`src/rtl/uart_program_loader.sv`:
```
// UART program loader: receives a length-prefixed image over 8N1 serial and streams
// each payload byte into program memory through a simple byte-wide write port.
module uart_program_loader #(
    parameter int CLKS_PER_BIT = 868,
    parameter int MEM_BYTES    = 1024,
    parameter int XLEN_WIDTH   = 32
) (
    input  logic                  clk,
    input  logic                  reset,
    input  logic                  uart_rx,
    output logic                  write_enable,
    output logic [XLEN_WIDTH-1:0] write_address,
    output logic [7:0]            write_data,
    output logic                  loading,
    output logic                  load_done,
    output logic                  load_error
);

    localparam int CW = $clog2(CLKS_PER_BIT);
    localparam int AW = $clog2(MEM_BYTES) + 1;

    localparam logic [CW-1:0] BIT_LAST  = CW'(CLKS_PER_BIT - 1);
    localparam logic [CW-1:0] HALF_LAST = CW'(CLKS_PER_BIT / 2 - 1);
    localparam logic [31:0]   MAX_LEN   = 32'(MEM_BYTES);

    typedef enum logic [1:0] {
        RX_IDLE,
        RX_START,
        RX_DATA,
        RX_STOP
    } rx_state_t;

    typedef enum logic [1:0] {
        LD_HDR,
        LD_DATA,
        LD_DONE
    } ld_state_t;

    // ------------------------------------------------------------------
    // Input synchroniser and falling-edge detect
    // ------------------------------------------------------------------
    logic [1:0] sync_q;
    logic       rx_s;
    logic       rx_prev;

    assign rx_s = sync_q[1];

    // NOTE: sequential state always uses non-blocking assignments so every flop
    // samples the pre-edge value of its neighbours, exactly like the hardware.
    always_ff @(posedge clk) begin
        if (reset) begin
            sync_q  <= 2'b11;
            rx_prev <= 1'b1;
        end else begin
            sync_q  <= {sync_q[0], uart_rx};
            rx_prev <= rx_s;
        end
    end

    // ------------------------------------------------------------------
    // UART receiver
    // ------------------------------------------------------------------
    rx_state_t       rx_state;
    logic [CW-1:0]   clk_cnt;
    logic [2:0]      bit_cnt;
    logic [7:0]      shift_q;
    logic            stop_tick;
    logic            byte_valid;
    logic            frame_error;

    // The stop-bit sample cycle itself raises byte_valid so the loader can
    // register the memory write on the very next edge.
    assign stop_tick   = (rx_state == RX_STOP) && (clk_cnt == BIT_LAST);
    assign byte_valid  = stop_tick && rx_s;
    assign frame_error = stop_tick && !rx_s;

    always_ff @(posedge clk) begin
        if (reset) begin
            rx_state <= RX_IDLE;
            clk_cnt  <= '0;
            bit_cnt  <= '0;
            shift_q  <= '0;
        end else begin
            case (rx_state)
                RX_IDLE: begin
                    clk_cnt <= '0;
                    if (rx_prev && !rx_s) begin
                        rx_state <= RX_START;
                        bit_cnt  <= '0;
                    end
                end

                RX_START: begin
                    if (clk_cnt == HALF_LAST) begin
                        clk_cnt  <= '0;
                        rx_state <= rx_s ? RX_IDLE : RX_DATA;
                    end else begin
                        clk_cnt <= clk_cnt + 1'b1;
                    end
                end

                RX_DATA: begin
                    if (clk_cnt == BIT_LAST) begin
                        clk_cnt <= '0;
                        shift_q <= {rx_s, shift_q[7:1]};
                        bit_cnt <= bit_cnt + 1'b1;
                        if (bit_cnt == 3'd7) begin
                            rx_state <= RX_STOP;
                        end
                    end else begin
                        clk_cnt <= clk_cnt + 1'b1;
                    end
                end

                RX_STOP: begin
                    if (clk_cnt == BIT_LAST) begin
                        clk_cnt  <= '0;
                        rx_state <= RX_IDLE;
                    end else begin
                        clk_cnt <= clk_cnt + 1'b1;
                    end
                end

                default: rx_state <= RX_IDLE;
            endcase
        end
    end

    // ------------------------------------------------------------------
    // Frame loader
    // ------------------------------------------------------------------
    ld_state_t      ld_state;
    logic [1:0]     hdr_cnt;
    logic [23:0]    len_q;
    logic [AW-1:0]  data_len;
    logic [AW-1:0]  addr_q;
    logic [31:0]    hdr_len;

    // Complete length as seen while the final header byte is being accepted.
    assign hdr_len = {shift_q, len_q};

    always_ff @(posedge clk) begin
        if (reset) begin
            ld_state      <= LD_HDR;
            hdr_cnt       <= '0;
            len_q         <= '0;
            data_len      <= '0;
            addr_q        <= '0;
            write_enable  <= 1'b0;
            write_address <= '0;
            write_data    <= '0;
            loading       <= 1'b0;
            load_done     <= 1'b0;
            load_error    <= 1'b0;
        end else begin
            // NOTE: strobes default low here and are raised only in the cycle that
            // needs them, which keeps them single-cycle without extra clear logic.
            write_enable <= 1'b0;
            load_done    <= 1'b0;

            if (frame_error) begin
                load_error <= 1'b1;
                loading    <= 1'b0;
                hdr_cnt    <= '0;
                ld_state   <= LD_HDR;
            end else begin
                case (ld_state)
                    LD_HDR: begin
                        if (byte_valid) begin
                            loading <= 1'b1;
                            hdr_cnt <= hdr_cnt + 1'b1;
                            case (hdr_cnt)
                                2'd0:    len_q[7:0]   <= shift_q;
                                2'd1:    len_q[15:8]  <= shift_q;
                                2'd2:    len_q[23:16] <= shift_q;
                                default: begin
                                    if (hdr_len == 32'd0) begin
                                        load_error <= 1'b0;
                                        ld_state   <= LD_DONE;
                                    end else if (hdr_len > MAX_LEN) begin
                                        load_error <= 1'b1;
                                        loading    <= 1'b0;
                                    end else begin
                                        load_error <= 1'b0;
                                        data_len   <= hdr_len[AW-1:0];
                                        addr_q     <= '0;
                                        ld_state   <= LD_DATA;
                                    end
                                end
                            endcase
                        end
                    end

                    LD_DATA: begin
                        if (byte_valid) begin
                            write_enable  <= 1'b1;
                            write_address <= XLEN_WIDTH'(addr_q);
                            write_data    <= shift_q;
                            addr_q        <= addr_q + 1'b1;
                            if (addr_q + AW'(1) == data_len) begin
                                ld_state <= LD_DONE;
                            end
                        end
                    end

                    LD_DONE: begin
                        load_done <= 1'b1;
                        loading   <= 1'b0;
                        hdr_cnt   <= '0;
                        ld_state  <= LD_HDR;
                    end

                    default: ld_state <= LD_HDR;
                endcase
            end
        end
    end

endmodule
```
`config.mk`:
```
export PLATFORM = sky130hd
export DESIGN_NAME = uart_program_loader
export DESIGN_NICKNAME = d
export VERILOG_FILES = /design/src/rtl/uart_program_loader.sv
export SDC_FILE = /design/constraint.sdc
export NUM_CORES = 1
export LEC_CHECK = 0
export CAP_MARGIN = 40
export CELL_PAD_IN_SITES_DETAIL_PLACEMENT = 1
export CELL_PAD_IN_SITES_GLOBAL_PLACEMENT = 1
export CORE_ASPECT_RATIO = 0.75
export CORE_UTILIZATION = 45
export CTS_CLUSTER_SIZE = 14
export DETAILED_ROUTE_END_ITERATION = 7
export PLACE_DENSITY_LB_ADDON = 0.1
export SYNTH_ARGS = -nofsm -noshare
export SYNTH_HDL_FRONTEND = slang
export SYNTH_SLANG_ARGS = --single-unit
```
`constraint.sdc`:
```
create_clock -name clk -period 5.56 [get_ports clk]
set_input_delay 0.556 -clock clk [delete_from_list [all_inputs] [get_ports clk]]
set_output_delay 0.556 -clock clk [all_outputs]
set_load 0.02 [all_outputs]
```
==> flow_summary.yaml <==
status:
  status: "finished clean"
timing:
  max-slew-margin-rel_pct: 48.7
  finalCriticalPeriod_ns: 2.76
  hold_violations: 0
  finalSetupViolCount: 0
  slew_viol_final: 0
  worst_clock_skew_ns: 0.00845
  fin_setup_tns_ns: 0
  fmax_ghz: 0.363
  fin_crit_sh_pct: 49.6
  tightest_slew_ns: 0.763
  rsz0062_at_grt: "no"
global_routing:
  grt_pass1_wl_mm: 19.2
  grt_max_degree: 37
  grt_util_met3_pct: 5.80
  gr-usage-met1_pct: 29.9
  met2_usage_pct: 40.3
  grt_remaining_overflow: 0
  grt.total_usage_pct: 23.5
  antenna_found_initial: 0
  grt_pass1_vias: 3801
  grt_busiest_layer: "met2"
placed_design:
  dpl_cell_area_um2: 4760
  gp_congestion: 0.782
  dp.cells: 686
  hpwl_mm: 8.09
  portBuffers: 25
die:
  io_pins: 47
  coreArea_um2: 9700
  die_area_um2: 10400
  dieWidth_um: 118
  start_util_pct: 46.6
  fp-row-count: 31
  die_h_um: 88.8
critical_path:
  critical_path.startpoint: "clk_cnt[5]"
  cp.arrival_ns: 2.98
  cp_max_fo: 11
  endpoint_kind: "flip-flop"
  rrSetupSlack_ns: 2.80
  reg2reg_to: "addr_q[1]"
  r2r_cells: 6
  startpoint_type: "flip-flop"
  critical_path_class: "reg -> reg"
  r2r_start: "clk_cnt[5]"
  cp-endpoint: "addr_q[1]"
  worst_ep_required_time_ns: 5.79
cts:
  post-cts-setup-buffer-count: 0
  cts-root-buf: "clkbuf_16"
  h-tree-depth: 3
  cts_made_buffers: 9
  cts.sinks: 99
  clockBufferDepth: 2
  tritoncts: "done"
  clkTransAtPathRegs_ns: 0.07
  hold_buffers: 0
  cts_resized: 0
  clkLatencyLatePin_ns: 0.35
layout:
  final_cell_mix: "nand2_1 (119), dfxtp_1 (99), a21oi_1 (65)"
  final_cells: 702
  final_common_cell: "nand2_1"
  diodes: 0
  synthToLayoutAreaGrowth_pct: 12.0
  drive_above_1_share_pct: 4.56
  finalInstanceArea_um2: 5060
  nNetsFinal: 577
routing:
  avgViaCountPerCell: 5.49
  route.detailed.wl_per_inst_um: 16.7
  drt_first_pass_iters: 4
  drt-total-wl_mm: 11.7
  detail-route-antenna-nets: 0
  drt_iter0_drc: 171
  vias: 3855
  drc: 0
logic_synthesis:
  synth_cell_types: 51
  async_flop_share_pct: 0
  yosysWarningCount: 0
  synth_edf_count: 0
  ys_ff_latch: 99
  ys_seq_area_share_pct: 43.9
  synth.avg_cell_area_um2: 8.05
  netlist_instances: 561
  netlist_area_um2: 4520
  yosys_most_used_dff: "dfxtp_1"
pwr:
  vdd_ir_drop_max_uv: 152
  p_leak_uw: 0.00181
  p_per_area_nw_per_um2: 275
job:
  maxCapViolCount: 0
min_path:
  hp-class: "reg -> reg"
## cells in the mapped netlist, types with 3 or more instances
cell | n | area, um2
nor3_1 | 6 | 30.0
a22oi_1 | 3 | 22.5
xnor2_1 | 14 | 123
a311oi_1 | 5 | 43.8
nand4_1 | 9 | 56.3
and2_1 | 8 | 50.1
and4_1 | 3 | 26.3
a21oi_1 | 65 | 325
a31oi_1 | 4 | 25.0
nand3_1 | 12 | 60.1
o21ai_0 | 13 | 65.1
ha_1 | 9 | 113
xor2_1 | 9 | 78.8
and3_1 | 6 | 37.5
mux2i_1 | 14 | 140
nand2_1 | 119 | 447
nor2_1 | 53 | 199
nor4_1 | 9 | 56.3
dfxtp_1 | 99 | 1980
inv_1 | 7 | 26.3
nor3b_1 | 5 | 37.5
a211oi_1 | 5 | 37.5
clkbuf_1 | 32 | 120
buf_4 | 21 | 158
## worst min-delay path by stage
| stage | cells after the start | end | startpoint |
|---|---|---|---|
| 2_1_floorplan | 1 | sync_q[1] | sync_q[0] |
| 3_3_place_gp | 1 | sync_q[1] | sync_q[0] |
| 3_5_place_dp | 1 | sync_q[1] | sync_q[0] |
| 4_1_cts | 1 | sync_q[1] | sync_q[0] |
| 5_1_grt | 1 | sync_q[1] | sync_q[0] |
| 6_report | 1 | sync_q[1] | sync_q[0] |
## sequential cells by signal, indices dropped and copies added, names as in the netlist, 3 cells and up, named ones only
register,flops
write_address,11
clk_cnt,10
shift_q,8
write_data,8
addr_q,11
data_len,11
len_q,24
bit_cnt,3
## layout make-up
cell class,count,area (um2)
clock buffers,12,246
clock inverters,4,56.3
fillers,1192,4630
inverters,7,26.3
multi-input cells,420,2290
flip-flops and latches,99,1980
well taps,132,165
repair buffers,28,295
## layer usage
layer  part of all wire [%]  vias to the layer above
met5                      0                        -
met4                    1.1                        0
met3                    4.1                       12
met2                     47                       81
met1                     48                     1887
li1                       -                     1875
## where the power goes
group	internal (uW)	switching, uW	total, uW	leakage, uW
clock	366	279	645	0.000148
combinational	5.63	26.3	32.0	0.000867
sequential	710	3.30	713	0.000798
total	1080	309	1390	0.00181
## per-stage QoR
| step | total power [uW] | hold slack (ns) | utilization [%] | setup slack [ns] |
|---|---|---|---|---|
| 3_5_place_dp | 761 | 0.424 | 49.1 | 2.91 |
| 6_report | 1390 | 0.438 | 52.2 | 2.80 |
| 5_1_grt | 1430 | 0.458 | 52.2 | 2.53 |
| 2_1_floorplan | 765 | 0.389 | - | 3.35 |
| 3_3_place_gp | 759 | 0.402 | 48.6 | 2.74 |
| 4_1_cts | 1400 | 0.447 | 52.2 | 2.84 |
## critical path: stages, from the launching register on
cell and delay (ns):
dfxtp_1 0.41, nor4bb_1 0.62, nand4_1 0.51, nor3_1 0.52, o21ai_1 0.30, a22oi_1 0.22
nor2_1 0.06
## kinds of logic (layout without fill, tap and decap cells)
family | after synthesis | in the layout | share of synthesized area, %
muxes | 14 | 14 | 3.10
xor gates and xnor gates | 23 | 23 | 4.46
adders and majority gates | 9 | 9 | 2.49
DFF | 99 | 99 | 43.9
buffers and inverters | 62 | 51 | 7.09
and+or+nand+nor | 244 | 244 | 24.8
other | 1 | 21 | 0.0830
AOI/OAI and AO/OA | 109 | 109 | 14.1
Note: power is estimated with default switching activity, not from simulation.
